<file path="src/rtl/axil_uart_tx_arbiter.sv">
// Round-robin arbiter that funnels requester bytes into a UART bridge over AXI4-Lite.
// It polls STATUS before every transfer and drains received bytes ahead of transmit work.
module axil_uart_tx_arbiter #(
  parameter int          NUM_REQ   = 4,
  parameter logic [31:0] BASE_ADDR = 32'h0
) (
  input  logic                   clk,
  input  logic                   resetn,
  input  logic [NUM_REQ-1:0]     req_valid,
  input  logic [8*NUM_REQ-1:0]   req_data,
  output logic [NUM_REQ-1:0]     req_ack,
  output logic                   req_err,
  output logic [7:0]             rx_data,
  output logic                   rx_valid,
  input  logic                   rx_ready,
  output logic [7:0]             err_cnt,
  output logic [2:0]             dbg_state,
  output logic [31:0]            m_axi_awaddr,
  output logic                   m_axi_awvalid,
  input  logic                   m_axi_awready,
  output logic [31:0]            m_axi_wdata,
  output logic                   m_axi_wvalid,
  input  logic                   m_axi_wready,
  input  logic [1:0]             m_axi_bresp,
  input  logic                   m_axi_bvalid,
  output logic                   m_axi_bready,
  output logic [31:0]            m_axi_araddr,
  output logic                   m_axi_arvalid,
  input  logic                   m_axi_arready,
  input  logic [31:0]            m_axi_rdata,
  input  logic [1:0]             m_axi_rresp,
  input  logic                   m_axi_rvalid,
  output logic                   m_axi_rready
);

  // Handshake rule: a beat transfers on a rising clk edge where valid and ready are both high;
  // valid never depends on ready and holds address/data steady until that edge.

  localparam int          IW       = (NUM_REQ > 1) ? $clog2(NUM_REQ) : 1;
  localparam logic [IW:0] NUM_W    = (IW+1)'(NUM_REQ);
  localparam logic [IW-1:0] LAST   = IW'(NUM_REQ - 1);
  localparam logic [31:0] TXDATA_A = BASE_ADDR + 32'h0;
  localparam logic [31:0] RXDATA_A = BASE_ADDR + 32'h4;
  localparam logic [31:0] STATUS_A = BASE_ADDR + 32'h8;

  typedef enum logic [2:0] {IDLE, POLL_AR, POLL_R, RX_AR, RX_R, WR, WR_B} state_t;

  state_t          state, state_nxt;
  logic [IW-1:0]   ptr, grant, rr_idx, rr_off;
  logic [IW:0]     rr_sum;
  logic            rr_found;
  logic [2*NUM_REQ-1:0] rr_dbl;
  logic [7:0]      tx_byte;
  logic            aw_done, w_done, aw_hs, w_hs, err_inc;
  logic            unused_rdata;

  assign unused_rdata = ^m_axi_rdata[31:8];

  // Rotate the request vector so the pointer lands at bit 0, then take the lowest set bit.
  always_comb begin
    rr_dbl   = {req_valid, req_valid} >> ptr;
    rr_found = |req_valid;
    rr_off   = '0;
    for (int k = NUM_REQ - 1; k >= 0; k--) begin
      if (rr_dbl[k]) rr_off = IW'(k);
    end
    rr_sum = {1'b0, ptr} + {1'b0, rr_off};
    if (rr_sum >= NUM_W) rr_sum = rr_sum - NUM_W;
    rr_idx = rr_sum[IW-1:0];
  end

  assign aw_hs   = m_axi_awvalid && m_axi_awready;
  assign w_hs    = m_axi_wvalid && m_axi_wready;
  assign err_inc = (((state == POLL_R) || (state == RX_R)) && m_axi_rvalid && (m_axi_rresp != 2'b00)) ||
                   ((state == WR_B) && m_axi_bvalid && (m_axi_bresp != 2'b00));

  always_comb begin
    state_nxt = state;
    case (state)
      IDLE:    if (rr_found || !rx_valid) state_nxt = POLL_AR;
      POLL_AR: if (m_axi_arready) state_nxt = POLL_R;
      POLL_R:  if (m_axi_rvalid) begin
                 if (m_axi_rresp != 2'b00)                state_nxt = IDLE;
                 else if (m_axi_rdata[1] && !rx_valid)     state_nxt = RX_AR;
                 else if (!m_axi_rdata[0] && rr_found)     state_nxt = WR;
                 else                                      state_nxt = IDLE;
               end
      RX_AR:   if (m_axi_arready) state_nxt = RX_R;
      RX_R:    if (m_axi_rvalid) state_nxt = IDLE;
      WR:      if ((aw_done || aw_hs) && (w_done || w_hs)) state_nxt = WR_B;
      WR_B:    if (m_axi_bvalid) state_nxt = IDLE;
      default: state_nxt = IDLE;
    endcase
  end

  always_ff @(posedge clk or negedge resetn) begin
    if (!resetn) begin
      state    <= IDLE;
      ptr      <= '0;
      grant    <= '0;
      tx_byte  <= 8'h00;
      aw_done  <= 1'b0;
      w_done   <= 1'b0;
      req_ack  <= '0;
      req_err  <= 1'b0;
      rx_data  <= 8'h00;
      rx_valid <= 1'b0;
      err_cnt  <= 8'h00;
    end else begin
      state   <= state_nxt;
      req_ack <= '0;
      req_err <= 1'b0;
      if (err_inc && (err_cnt != 8'hFF)) err_cnt <= err_cnt + 8'd1;
      if (rx_valid && rx_ready) rx_valid <= 1'b0;
      if ((state == POLL_R) && (state_nxt == WR)) begin
        grant   <= rr_idx;
        tx_byte <= req_data[8*rr_idx +: 8];
        aw_done <= 1'b0;
        w_done  <= 1'b0;
      end
      if (state == WR) begin
        if (aw_hs) aw_done <= 1'b1;
        if (w_hs)  w_done  <= 1'b1;
      end
      if ((state == RX_R) && m_axi_rvalid && (m_axi_rresp == 2'b00)) begin
        rx_data  <= m_axi_rdata[7:0];
        rx_valid <= 1'b1;
      end
      if ((state == WR_B) && m_axi_bvalid) begin
        req_ack <= NUM_REQ'(1) << grant;
        req_err <= (m_axi_bresp != 2'b00);
        ptr     <= (grant == LAST) ? '0 : grant + IW'(1);
      end
    end
  end

  assign dbg_state     = state;
  assign m_axi_arvalid = (state == POLL_AR) || (state == RX_AR);
  assign m_axi_araddr  = (state == POLL_AR) ? STATUS_A : (state == RX_AR) ? RXDATA_A : 32'h0;
  assign m_axi_rready  = (state == POLL_R) || (state == RX_R);
  assign m_axi_awvalid = (state == WR) && !aw_done;
  assign m_axi_awaddr  = m_axi_awvalid ? TXDATA_A : 32'h0;
  assign m_axi_wvalid  = (state == WR) && !w_done;
  assign m_axi_wdata   = m_axi_wvalid ? {24'h0, tx_byte} : 32'h0;
  assign m_axi_bready  = (state == WR_B);

endmodule
</file>
<file path="config.mk">
export PLATFORM = sky130hd
export DESIGN_NAME = axil_uart_tx_arbiter
export DESIGN_NICKNAME = d
export VERILOG_FILES = /design/src/rtl/axil_uart_tx_arbiter.sv
export SDC_FILE = /design/constraint.sdc
export NUM_CORES = 1
export LEC_CHECK = 0
export ABC_CLOCK_PERIOD_IN_PS = 3500
export BUFFER_PORTS_ARGS = -buffer_cell sky130_fd_sc_hd__buf_4
export CORE_MARGIN = 2
export CORE_UTILIZATION = 42
export DETAILED_ROUTE_END_ITERATION = 10
export PLACE_DENSITY = 0.82
export RECOVER_POWER = 50
export SLEW_MARGIN = 25
export SYNTH_ARGS = -nofsm -noshare
export SYNTH_HDL_FRONTEND = slang
export SYNTH_SLANG_ARGS = --single-unit
</file>
<file path="constraint.sdc">
create_clock -name clk -period 3.5 [get_ports clk]
set_clock_uncertainty 0.15 [all_clocks]
set_input_delay 0.175 -clock clk [delete_from_list [all_inputs] [get_ports clk]]
set_output_delay 0.175 -clock clk [all_outputs]
set_load 0.01 [all_outputs]
</file>
; ---- Word-level counts from Yosys, hierarchy flattened
; Index checks and enable logic that the tools add are counted.
[word_totals]
elab_cells = 90
in_bits = 80
regBits = 39
[op_classes]
shifts = 3
order_cmp = 1
reduce_logical = 32
eq_ne = 9
add_sub_neg = 4
mux = 30
[op_table]
columns = op, count
row1 = 2-to-1 mux 3 bit, 11
row2 = indexed part select 32 x 6 -> 8 bit, 1
row3 = one-hot mux 3 bit (7 select lines), 1
row4 = logical AND 1 bit, 16
row5 = equality test 3 bit (second input constant), 4
row6 = 2-to-1 mux 2 bit, 6
row7 = 2-to-1 mux 1 bit, 9
row8 = adder 8 x 1 -> 8 bit (second input constant), 1
row9 = 2-to-1 mux 4 bit, 2
row10 = 2-to-1 mux 8 bit, 1
row11 = inequality test 8 bit (second input constant), 1
row12 = >> shifter 8 x 2 -> 4 bit, 1
row13 = equality test 3 x 2 -> 1 bit (second input constant), 2
row14 = logical OR 1 bit, 6
row15 = nonzero test 2 bit, 3
row16 = zero test 1 bit, 4
row17 = OR reduction 4 bit, 1
row18 = left shift 1 x 2 -> 4 bit (first input constant), 1
row19 = adder 2 x 2 -> 3 bit, 1
row20 = equality test 3 x 1 -> 1 bit (second input constant), 1
row21 = greater-or-equal comparator 3 bit (second input constant), 1
row22 = zero test 3 bit, 1
row23 = adder 2 x 1 -> 2 bit (second input constant), 1
row24 = equality test 2 bit (second input constant), 1
row25 = 2 further kinds, 2

; ---- Depth between registers and ports, before layout
[logic_depth]
ltp_word = 12
ltp_mapped = 10
depth_no_buf = 10

; ---- Least setup slack after synthesis
; Ideal clock, no wire load.
[synth_path]
kind = flip-flop to flip-flop
from = reg ptr[0]
to = reg tx_byte[0]
arrival_time_ns = 2.135
slack_ns = 1.082
path_stages_with_launch = 10
period_less_slack_ns = 2.418
setup_time_ns = 0.132
path_cell_list = dfrtp_1 buf_4 o311ai_0 o21ai_0 o221ai_1 ha_1 xor2_1 nand4_2 a221oi_1 o31ai_1
[synth_between]
elab_chain_len = 9
word_cells_on_any_way = 10
[synth_rtl]
columns = item, line_no
row1 = "start, declared", 49  ; logic [IW-1:0] ptr, grant, rr_idx, rr_off;
row2 = "start signal, assigned", 132  ; ptr <= (grant == LAST) ? '0 : grant + IW'(1);
row3 = >> shifter 8 x 2 -> 4 bit, 61  ; rr_dbl = {req_valid, req_valid} >> ptr;
row4 = 2-to-1 mux 2 bit (4 in series), 65  ; if (rr_dbl[k]) rr_off = IW'(k);
row5 = adder 2 x 2 -> 3 bit (*), 67  ; rr_sum = {1'b0, ptr} + {1'b0, rr_off};
row6 = greater-or-equal comparator 3 bit or subtractor 2 x 1 -> 2 bit (tied branches), 68  ; if (rr_sum >= NUM_W) rr_sum = rr_sum - NUM_W;
row7 = 2-to-1 mux 2 bit (*), 68
row8 = indexed part select 32 x 6 -> 8 bit (*), 117  ; tx_byte <= req_data[8*rr_idx +: 8];
row9 = "end signal, assigned", 117
row10 = "end, declared", 53  ; logic [7:0] tx_byte;
; Mark *: on every way between the ends. The rest lies on a longest branch, timed or not.
; A chain may end at the register's enable or synchronous reset.

; ---- Worst setup path in the final report
[layout_path]
from = reg ptr[0]
to = reg tx_byte[5]
[layout_between]
elab_chain_len = 9
word_cells_on_any_way = 10
[layout_rtl]
columns = item, line_no
row1 = >> shifter 8 x 2 -> 4 bit, 61
row2 = 2-to-1 mux 2 bit (4 in series), 65
row3 = adder 2 x 2 -> 3 bit (*), 67
row4 = greater-or-equal comparator 3 bit or subtractor 2 x 1 -> 2 bit (tied branches), 68
row5 = 2-to-1 mux 2 bit (*), 68
row6 = named net rr_sum[0], 50  ; logic [IW:0] rr_sum;
row7 = indexed part select 32 x 6 -> 8 bit (*), 117
; The timed path passes the listed nets; every way through them passes the cells marked *.

==> results.md <==
- Status: complete, but fails checks
- Failing checks: capacitance limit, slew limit
- Leakage: 1.82 nW
- Initial DRC Count: 83
- Worst-path fanout max: 18
- Starting Density: 0.440
- First-pass GRT wire length: 9630 um
- Residual DRC: 0
- Psw: 0.000986 W
- Chip Height: 88.9 um
- Input/output buffers: 95
- Setup tns final: 0 ps
- Vias in the first global route: 2058
- Reg2reg end: tx_byte[5]$_DFFE_PN0P_
- Cts repair resizes: 0
- Largest delay share family, worst path: compound AO/OA/AOI/OAI gates
- Logic pwr share: 0.537
- Final hold violations: 0
- # setup viols final: 0
- Multi-input gate area: 1630 um2
- CP endpoint kind: flip-flop
- Fin crit period: 2840 ps
- # diodes: 0
- Worst reg2reg path depth: 8
- Highest Clock Rate: 0.353 GHz
- Worst Setup Path Type: flip-flop to flip-flop
- Worst path slowest cell: a2111oi_0
- Gpl congestion: 0.873
- Core area: 6870 um2
- Layout area overhead: 19.6%
- Fillers: 678
- Avg Inst Size Synth: 9.31 um2
- CTS tree: done
- CP Launch Type: flip-flop
- Clock power share: 0.129
- Dominant synthesized flop cell: dfrtp_1
- Root buffer cell: clkbuf_8
- Sequential area share after synthesis: 0.323
- CP required: 3490 ps
- GRT overflow: 0
- P per Cell Area: 633 nW/um2
- Clk pin slew, worst setup/hold paths: 70 ps
- Final ANT Viol Nets: 0
- CP Depth: 8
- Power Internal: 0.00130 W
- Vias per cell: 4.57
- #FFs+latches synth: 39
- Clk sink count: 39
- Row cnt: 30
- Buf/Inv on CP: 1
- Skew-Pair Late Insertion Delay: 280 ps
- Max VDD drop: 0.000351 V
- Min Hold Slack: 11.0 ps
- Critical Path Sink: tx_byte[5]$_DFFE_PN0P_
- CP cell instances: nand2b_1, o22ai_1, o21ai_0, o221ai_1, ha_1, buf_4, a2111oi_0, o31ai_1
- Worst-Margin Slew: 2140 ps
- Initial antenna violation count: 0
- CTS Buf Count: 5
- Largest net degree at the start of global routing: 40
- Synthesized area: 3020 um2
- EDFF count, synth: 0
- Overall routing resource usage: 0.155
- CTS H-tree lvls: 2
- Sequential cell area: 976 um2
- Max cap viols: 1
- Die area: 7900 um2
- Hold Path Class: input port to flip-flop
- Routed wire per std cell: 12.5 um
- Sequential share of power: 0.335
- Max clock buf depth: 2
- Crit path from: ptr[0]$_DFFE_PN0P_
- Tcrit/Tclk final: 0.810
- Post-synthesis cell count: 325
- Die X: 88.9 um
- Post-synthesis async set-or-reset flop share: 1.00
- Fin. max-slew vios: 40
- Crit path arrival time: 2830 ps
- Worst reg2reg setup slack: 660 ps
- R2r startpoint: ptr[0]$_DFFE_PN0P_
- First-pass iteration count of the detailed router: 4
- Drt total wl: 6590 um
- RSZ-0062 raised after global routing: no
- Dpl hpwl: 5090 um
- Sw Ratio: 0.431
- Top-Level Pins: 206
- Yosys warning count: 0
- Layout Nets: 516
- Fraction of layout cells with a size suffix above 1: 0.239
- CP max stage delay: 630 ps
- Vias: 2406
- Max-slew headroom: -0.426
- Synth cell types: 48
-- per-stage QoR --
step                total power, W  cells  setup slack, ps  instance area, um2  utilization
global route               0.00247    527              386                3620        0.527
finish                     0.00229    527              664                3620        0.527
floorplan                  0.00171    410             1080                3340            -
CTS                        0.00234    527              664                3700        0.538
global placement           0.00198    506              776                3480        0.507
detailed placement         0.00203    506              689                3480        0.507
-- worst min-delay path by stage --
stage                  start                     end  cells past startpoint
6_report       m_axi_awready       aw_done$_DFF_PN0_                      3
5_1_grt        m_axi_awready       aw_done$_DFF_PN0_                      3
4_1_cts        m_axi_awready       aw_done$_DFF_PN0_                      3
3_5_place_dp          resetn  err_cnt[6]$_DFFE_PN0P_                      1
3_3_place_gp          resetn  err_cnt[5]$_DFFE_PN0P_                      1
2_1_floorplan         resetn       aw_done$_DFF_PN0_                      0
-- what timing repair did --
action | 4_1_cts | 5_1_grt
setup buffers | 0 | 0
hold buffers | 13 | 0
endpoints found under the hold margin | 50 | 0
-- power groups by stage --
| stage | sequential, W | clock [W] | combinational, W |
|---|---|---|---|
| floorplan | 0.000734 | 0 | 0.000972 |
| global placement | 0.000763 | 0 | 0.00122 |
| detailed placement | 0.000774 | 0 | 0.00125 |
| CTS | 0.000766 | 0.000303 | 0.00127 |
| global route | 0.000794 | 0.000325 | 0.00135 |
| finish | 0.000766 | 0.000295 | 0.00123 |
-- logic make-up after synthesis --
| group | Yosys count | synth area share |
|---|---|---|
| buffers and inverters | 105 | 0.245 |
| and+or+nand+nor | 95 | 0.183 |
| AOI/OAI and AO/OA | 56 | 0.146 |
| DFF | 39 | 0.323 |
| muxes | 13 | 0.0480 |
| xor gates and xnor gates | 10 | 0.0290 |
| adders and majority gates | 6 | 0.0248 |
| other | 1 | 0.00124 |
-- cells in the final DEF, fill, tap and decap left out, drive strengths merged, types with 7 or more instances in the layout --
master and count:
conb 86, buf 76, dfrtp 39, clkbuf 27, nor2 18, and2b 15, nand2 14, dlygate4sd3 13
and2 12, mux2 12, o31ai 10, inv 8, a221oi 8, a2111oi 8, nand2b 7, nand3 7
a21oi 7, xor2 7, nor3 7
-- worst min-delay path: stages --
cell	delay (ps)
buf_4	90
a21oi_1	50
nor2_1	80
-- sequential cells by signal, summed over array words and instances, names as in the netlist --
register   cells
tx_byte        8
ptr            2
rx_data        8
aw_done        1
err_cnt        8
w_done         1
grant          2
dbg_state      3
req_err        1
req_ack        4
rx_valid       1
-- routing by layer --
layer	vias up	wire, um	track usage
met5	-	0	0
met4	0	54	0.0372
met3	4	394	0.0252
met2	99	3450	0.270
met1	1138	2700	0.200
li1	1165	-	-
-- Yosys cell counts (all sizes together), types with 2 or more instances --
cell type / instances / share of area
nand2: 14 / 0.017
nor2b: 4 / 0.0083
a2111oi: 8 / 0.024
mux2: 12 / 0.045
nor3b: 3 / 0.0074
ha: 6 / 0.025
and2: 12 / 0.025
a221oi: 8 / 0.023
and2b: 15 / 0.037
nor2: 18 / 0.022
o311ai: 2 / 0.0058
dfrtp: 39 / 0.32
buf: 93 / 0.23
o21ai: 6 / 0.0099
nand4: 3 / 0.0083
a31oi: 4 / 0.013
a21oi: 7 / 0.012
nand2b: 7 / 0.014
xnor2: 3 / 0.0087
clkbuf: 3 / 0.0046
nor3: 7 / 0.013
o31ai: 10 / 0.029
nand3: 7 / 0.012
xor2: 7 / 0.020
o22ai: 4 / 0.010
inv: 8 / 0.0099
o21a: 3 / 0.0074
-- area by class of cell --
type | count | share of cell area
clock buffers | 6 | 0.0201
clock inverters | 2 | 0.00346
inverters | 8 | 0.00830
multi-input cells | 266 | 0.450
flip-flops and latches | 39 | 0.270
well taps | 96 | 0.0332
repair buffers | 110 | 0.215
Note: power is estimated with default switching activity, not from simulation.
